==> src/rtl/pipeline_pkg.sv <==
// rtl/pipeline_pkg.sv - shared pipeline types used by the unified memory arbiter
package pipeline_pkg;

   // Arbiter states: idle, serving the data port, serving the fetch port
   typedef enum logic [1:0] {
      IDLE   = 2'd0,
      BUSY_D = 2'd1,
      BUSY_I = 2'd2
   } mem_arb_state_t;

   // Cycles to wait for a memory ack before abandoning the access
   localparam int MEM_TIMEOUT_DEFAULT = 255;

endpackage

==> src/rtl/mem_arbiter.sv <==
// rtl/mem_arbiter.sv - fetch/data arbiter in front of one single-ported unified memory
module mem_arbiter
   import pipeline_pkg::*;
#(
   parameter int ADDR_WIDTH = 32,
   parameter int DATA_WIDTH = 32,
   parameter int TIMEOUT    = MEM_TIMEOUT_DEFAULT
) (
   input  logic                  clk_i,
   input  logic                  rst_i,
   input  logic                  stall_f_i,
   input  logic                  imem_req_i,
   input  logic [ADDR_WIDTH-1:0] imem_addr_i,
   output logic [DATA_WIDTH-1:0] imem_rdata_o,
   output logic                  imem_stall_o,
   input  logic                  dmem_req_i,
   input  logic                  dmem_we_i,
   input  logic [ADDR_WIDTH-1:0] dmem_addr_i,
   input  logic [DATA_WIDTH-1:0] dmem_wdata_i,
   output logic [DATA_WIDTH-1:0] dmem_rdata_o,
   output logic                  dmem_stall_o,
   output logic                  mem_req_o,
   output logic                  mem_we_o,
   output logic [ADDR_WIDTH-1:0] mem_addr_o,
   output logic [DATA_WIDTH-1:0] mem_wdata_o,
   input  logic [DATA_WIDTH-1:0] mem_rdata_i,
   input  logic                  mem_ack_i,
   output logic                  bus_err_o
);

   // The counter only ever reaches TIMEOUT-1 before the access is abandoned
   localparam int               CNT_W    = (TIMEOUT > 1) ? $clog2(TIMEOUT) : 1;
   localparam logic [CNT_W-1:0] CNT_LAST = CNT_W'(TIMEOUT - 1);

   mem_arb_state_t   state;
   logic [CNT_W-1:0] cnt;
   logic             i_done;
   logic             d_done;
   logic             freeze;
   logic             access_end;

   // A port stalls while it asks for an access whose result is not yet held
   assign imem_stall_o = imem_req_i & ~i_done;
   assign dmem_stall_o = dmem_req_i & ~d_done;
   assign freeze       = imem_stall_o | dmem_stall_o;
   assign access_end   = mem_ack_i | (cnt == CNT_LAST);

   // Arbitration, memory handshake, result capture and done-flag bookkeeping
   always_ff @(posedge clk_i) begin
      if (rst_i) begin
         state        <= IDLE;
         cnt          <= '0;
         mem_req_o    <= 1'b0;
         mem_we_o     <= 1'b0;
         mem_addr_o   <= '0;
         mem_wdata_o  <= '0;
         i_done       <= 1'b0;
         d_done       <= 1'b0;
         imem_rdata_o <= '0;
         dmem_rdata_o <= '0;
         bus_err_o    <= 1'b0;
      end else begin
         // Results are released once the pipeline advances; a fetched
         // instruction is additionally kept while the hazard unit stalls F.
         // A completion later in this block overrides these clears.
         if (!freeze) begin
            d_done <= 1'b0;
         end
         if (!freeze && !stall_f_i) begin
            i_done <= 1'b0;
         end

         case (state)
            IDLE: begin
               if (dmem_req_i && !d_done) begin
                  mem_req_o   <= 1'b1;
                  mem_we_o    <= dmem_we_i;
                  mem_addr_o  <= dmem_addr_i;
                  mem_wdata_o <= dmem_wdata_i;
                  state       <= BUSY_D;
               end else if (imem_req_i && !i_done) begin
                  mem_req_o  <= 1'b1;
                  mem_we_o   <= 1'b0;
                  mem_addr_o <= imem_addr_i;
                  state      <= BUSY_I;
               end
            end

            BUSY_D, BUSY_I: begin
               if (access_end) begin
                  mem_req_o <= 1'b0;
                  cnt       <= '0;
                  state     <= IDLE;
                  if (!mem_ack_i) begin
                     bus_err_o <= 1'b1;
                  end
                  if (state == BUSY_D) begin
                     d_done <= 1'b1;
                     if (!mem_ack_i) begin
                        dmem_rdata_o <= '0;
                     end else if (!mem_we_o) begin
                        dmem_rdata_o <= mem_rdata_i;
                     end
                  end else begin
                     i_done       <= 1'b1;
                     imem_rdata_o <= mem_ack_i ? mem_rdata_i : '0;
                  end
               end else begin
                  cnt <= cnt + 1'b1;
               end
            end

            default: state <= IDLE;
         endcase
      end
   end

endmodule
==> config.mk <==
export PLATFORM = sky130hd
export DESIGN_NAME = mem_arbiter
export DESIGN_NICKNAME = d
export VERILOG_FILES = /design/src/rtl/pipeline_pkg.sv /design/src/rtl/mem_arbiter.sv
export SDC_FILE = /design/constraint.sdc
export NUM_CORES = 1
export LEC_CHECK = 0
export ABC_AREA = 1
export CORE_ASPECT_RATIO = 1.1
export CORE_UTILIZATION = 49
export DETAILED_ROUTE_END_ITERATION = 10
export DONT_BUFFER_PORTS = 1
export GPL_ROUTABILITY_DRIVEN = 0
export PLACE_DENSITY = 0.68
export SYNTH_ARGS = -nofsm -noshare
export SYNTH_HDL_FRONTEND = slang
export SYNTH_SLANG_ARGS = --single-unit
==> constraint.sdc <==
create_clock -name clk_i -period 2.2 [get_ports clk_i]
set_input_delay 0.22 -clock clk_i [delete_from_list [all_inputs] [get_ports clk_i]]
set_output_delay 0.22 -clock clk_i [all_outputs]
set_load 0.02 [all_outputs]
==> results.md <==
* Simple-gate share of the synthesized area at 0.297
* Later-pin clock latency in the skew report at 0.42 ns
* Top cells by count, synth: nand2_1 (219), dfxtp_1 (143), nor2_1 (138)
* CP required at 2.54 ns
* Antenna cells at 0
* Vias at 5970
* Tot GR Track Use at 0.278
* Die height at 119 um
* HP Start: mem_rdata_i[30]
* Post-DP HPWL at 10.8 mm
* Synth Area in Compound Gates at 0.118
* Leakage at 3.18 nW
* Port Buffers at 0
* Setup TNS at 0 ns
* Unrepaired setup endpoints after global routing: false
* Leading post-synthesis cells by cell area: dfxtp_1 (47%), nand2_1 (14%), a21oi_1 (8.7%)
* Pin count of the biggest net entering global routing at 70
* Post-CTS Setup Repair Bufs at 0
* Initial Util at 0.505
* Die area at 12800 um^2
* Synthesized area at 6070 um^2
* Slew headroom at 0.370
* Crit path launch type: flop
* Final setup vio count at 0
* Largest family of logic cells by synthesized area: simple AND/OR/NAND/NOR gates
* DRT Wirelength at 18.0 mm
* Syn. warnings at 0
* Outcome: completed
* CTS buffer count at 17
* Vias in the first global route at 5604
* IO Pins at 268
* Yosys reg bits at 143
* Num Clock Sinks at 143
* Yosys top cell by area: dfxtp_1
* Initial antenna violation count at 0
* Via-to-Cell Ratio at 5.40
* Max cap viols at 0
* Crit share post-route at 0.924
* Post-Syn Nets at 1016
* 1st-pass router iterations at 6
* Final Hold Fails at 0
* First-pass GRT wire length at 27.6 mm
* Synth cell types at 24
* Synth top area share at 0.471
* Fill cell total of the finished layout at 1010
* Worst r2r src: state[1]
* Die W at 108 um
* Worst hold path class: in2reg
* Fmax achieved at 492 MHz
* H-tree levels at 4
* Worst setup EP type: flop
* Critical Path AT at 2.37 ns
* Peak VDD IR at 679 uV
* Wirelength per Cell at 16.2 um
* Crit path kind: reg2reg
* ANT nets after route at 0
* CTS tree: yes
* # nets final at 1080
* Rows at 42
* Final Power at 0.00763 W
* Adder-cell share of the synthesized area at 0.0124
* Grt ovf at 0
* Synth Instances at 875
* Crit. Startpoint: state[1]
* Top_reg_cell synth: dfxtp_1
* Pwr Density at 996 nW/um^2
* Most common cell in the netlist: nand2_1
* CP max FO at 32
* Number of synthesized flops with an enable pin at 0
* Tmin final at 2.03 ns
* Worst slew pin tran at 0.944 ns
* Layout cells sized above 1 at 0.0525
* Syn_area_per_cell at 6.94 um^2
* Final Skew at 0.00894 ns
* Clock transition at path regs at 0.06 ns
* Root Driver: clkbuf_16
* Seq/Total Area, Yosys at 0.471
* Mux cell area share after synthesis at 0
* Final slew viol count at 0
* CTS max path bufs at 2
* Async SR Flop Fraction at 0
* Initial DRC count at 577
* Xor and xnor area share after synthesis at 0.00721
* Core Region at 12000 um^2
* Syn-to-layout area delta at 26.1%
* Residual DRC at 0
[per-layer routing]
layer	GRT usage	up-vias	wire length [um]
met3	0.0883	68	1800
met5	0	-	0
met4	0.158	0	750
met2	0.469	350	8790
met1	0.301	2665	6610
li1	-	2887	-
[cell families after synthesis]
logic type | Yosys count
xor+xnor | 5
flops | 143
buf+inv | 143
simple gates | 436
compound gates | 142
fa+ha+maj | 6
[timing repair]
action / CTS / global route
endpoints found under the hold margin: 101 / 0
hold buffers: 94 / 0
endpoints found under the setup margin: 0 / 9
gates resized for setup: 0 / 1
[worst max-delay path, stage by stage (launching register included)]
cell and delay (ns):
dfxtp_1 0.32, inv_1 0.13, ha_1 0.16, a21boi_2 0.18
buf_6 0.27, nand3_1 0.13, dlygate4sd3_1 0.59, a21oi_1 0.17
[path summary, 6_finish.rpt]
check                      to  slack, ns  cells after the start
min reg2reg            d_done       0.47                      2
max reg2reg  dmem_rdata_o[23]       0.17                      7
max          dmem_rdata_o[23]       0.17                      7
min          dmem_rdata_o[30]       0.02                      2
[final cells by class]
class / instances / area, um^2 / area share
Sequential cell: 143 / 2860 / 0.374
Multi-Input combinational cell: 589 / 2640 / 0.345
Timing Repair Buffer: 105 / 1080 / 0.141
Clock buffer: 21 / 450 / 0.0588
Inverter: 83 / 312 / 0.0407
Tap cell: 154 / 193 / 0.0252
Clock inverter: 11 / 116 / 0.0152
[flip-flops by register name (all words and copies together) (netlist names)]
signal / count
bus_err_o: 1
mem_req_o: 1
mem_we_o: 1
mem_addr_o: 32
mem_wdata_o: 32
d_done: 1
cnt: 8
i_done: 1
imem_rdata_o: 32
dmem_rdata_o: 32
state: 2
[metrics by stage]
step / setup WS [ns] / instance area, um^2 / instances / hold WS [ns] / util
floorplan: 0.513 / 6070 / 875 / 0.355 / -
global placement: 0.347 / 6130 / 980 / 0.297 / 0.509
detailed placement: 0.248 / 6130 / 980 / 0.299 / 0.509
CTS: 0.172 / 7650 / 1106 / 0.00309 / 0.636
global route: 0.0223 / 7660 / 1106 / 0.0189 / 0.636
finish: 0.168 / 7660 / 1106 / 0.0208 / 0.636
[report_power, final]
group | leakage (nW) | total (W) | switching [W] | internal (W)
combinational | 1.74 | 0.00135 | 0.000852 | 0.000503
clock | 0.273 | 0.00276 | 0.00108 | 0.00169
sequential | 1.17 | 0.00351 | 0.000601 | 0.00290
total | 3.18 | 0.00763 | 0.00253 | 0.00510
[cells in the final DEF (no fill, tap or decap), types with 4 or more instances in the layout]
cell type	count
buf_4	7
xor2_1	4
ha_1	6
nand2_1	218
nand3_1	37
clkbuf_16	17
nand4_1	34
clkinv_2	5
inv_1	81
a21oi_1	105
dlygate4sd3_1	93
nor2_1	138
dfxtp_1	143
o21ai_0	35
(Power assumes the default switching activity.)
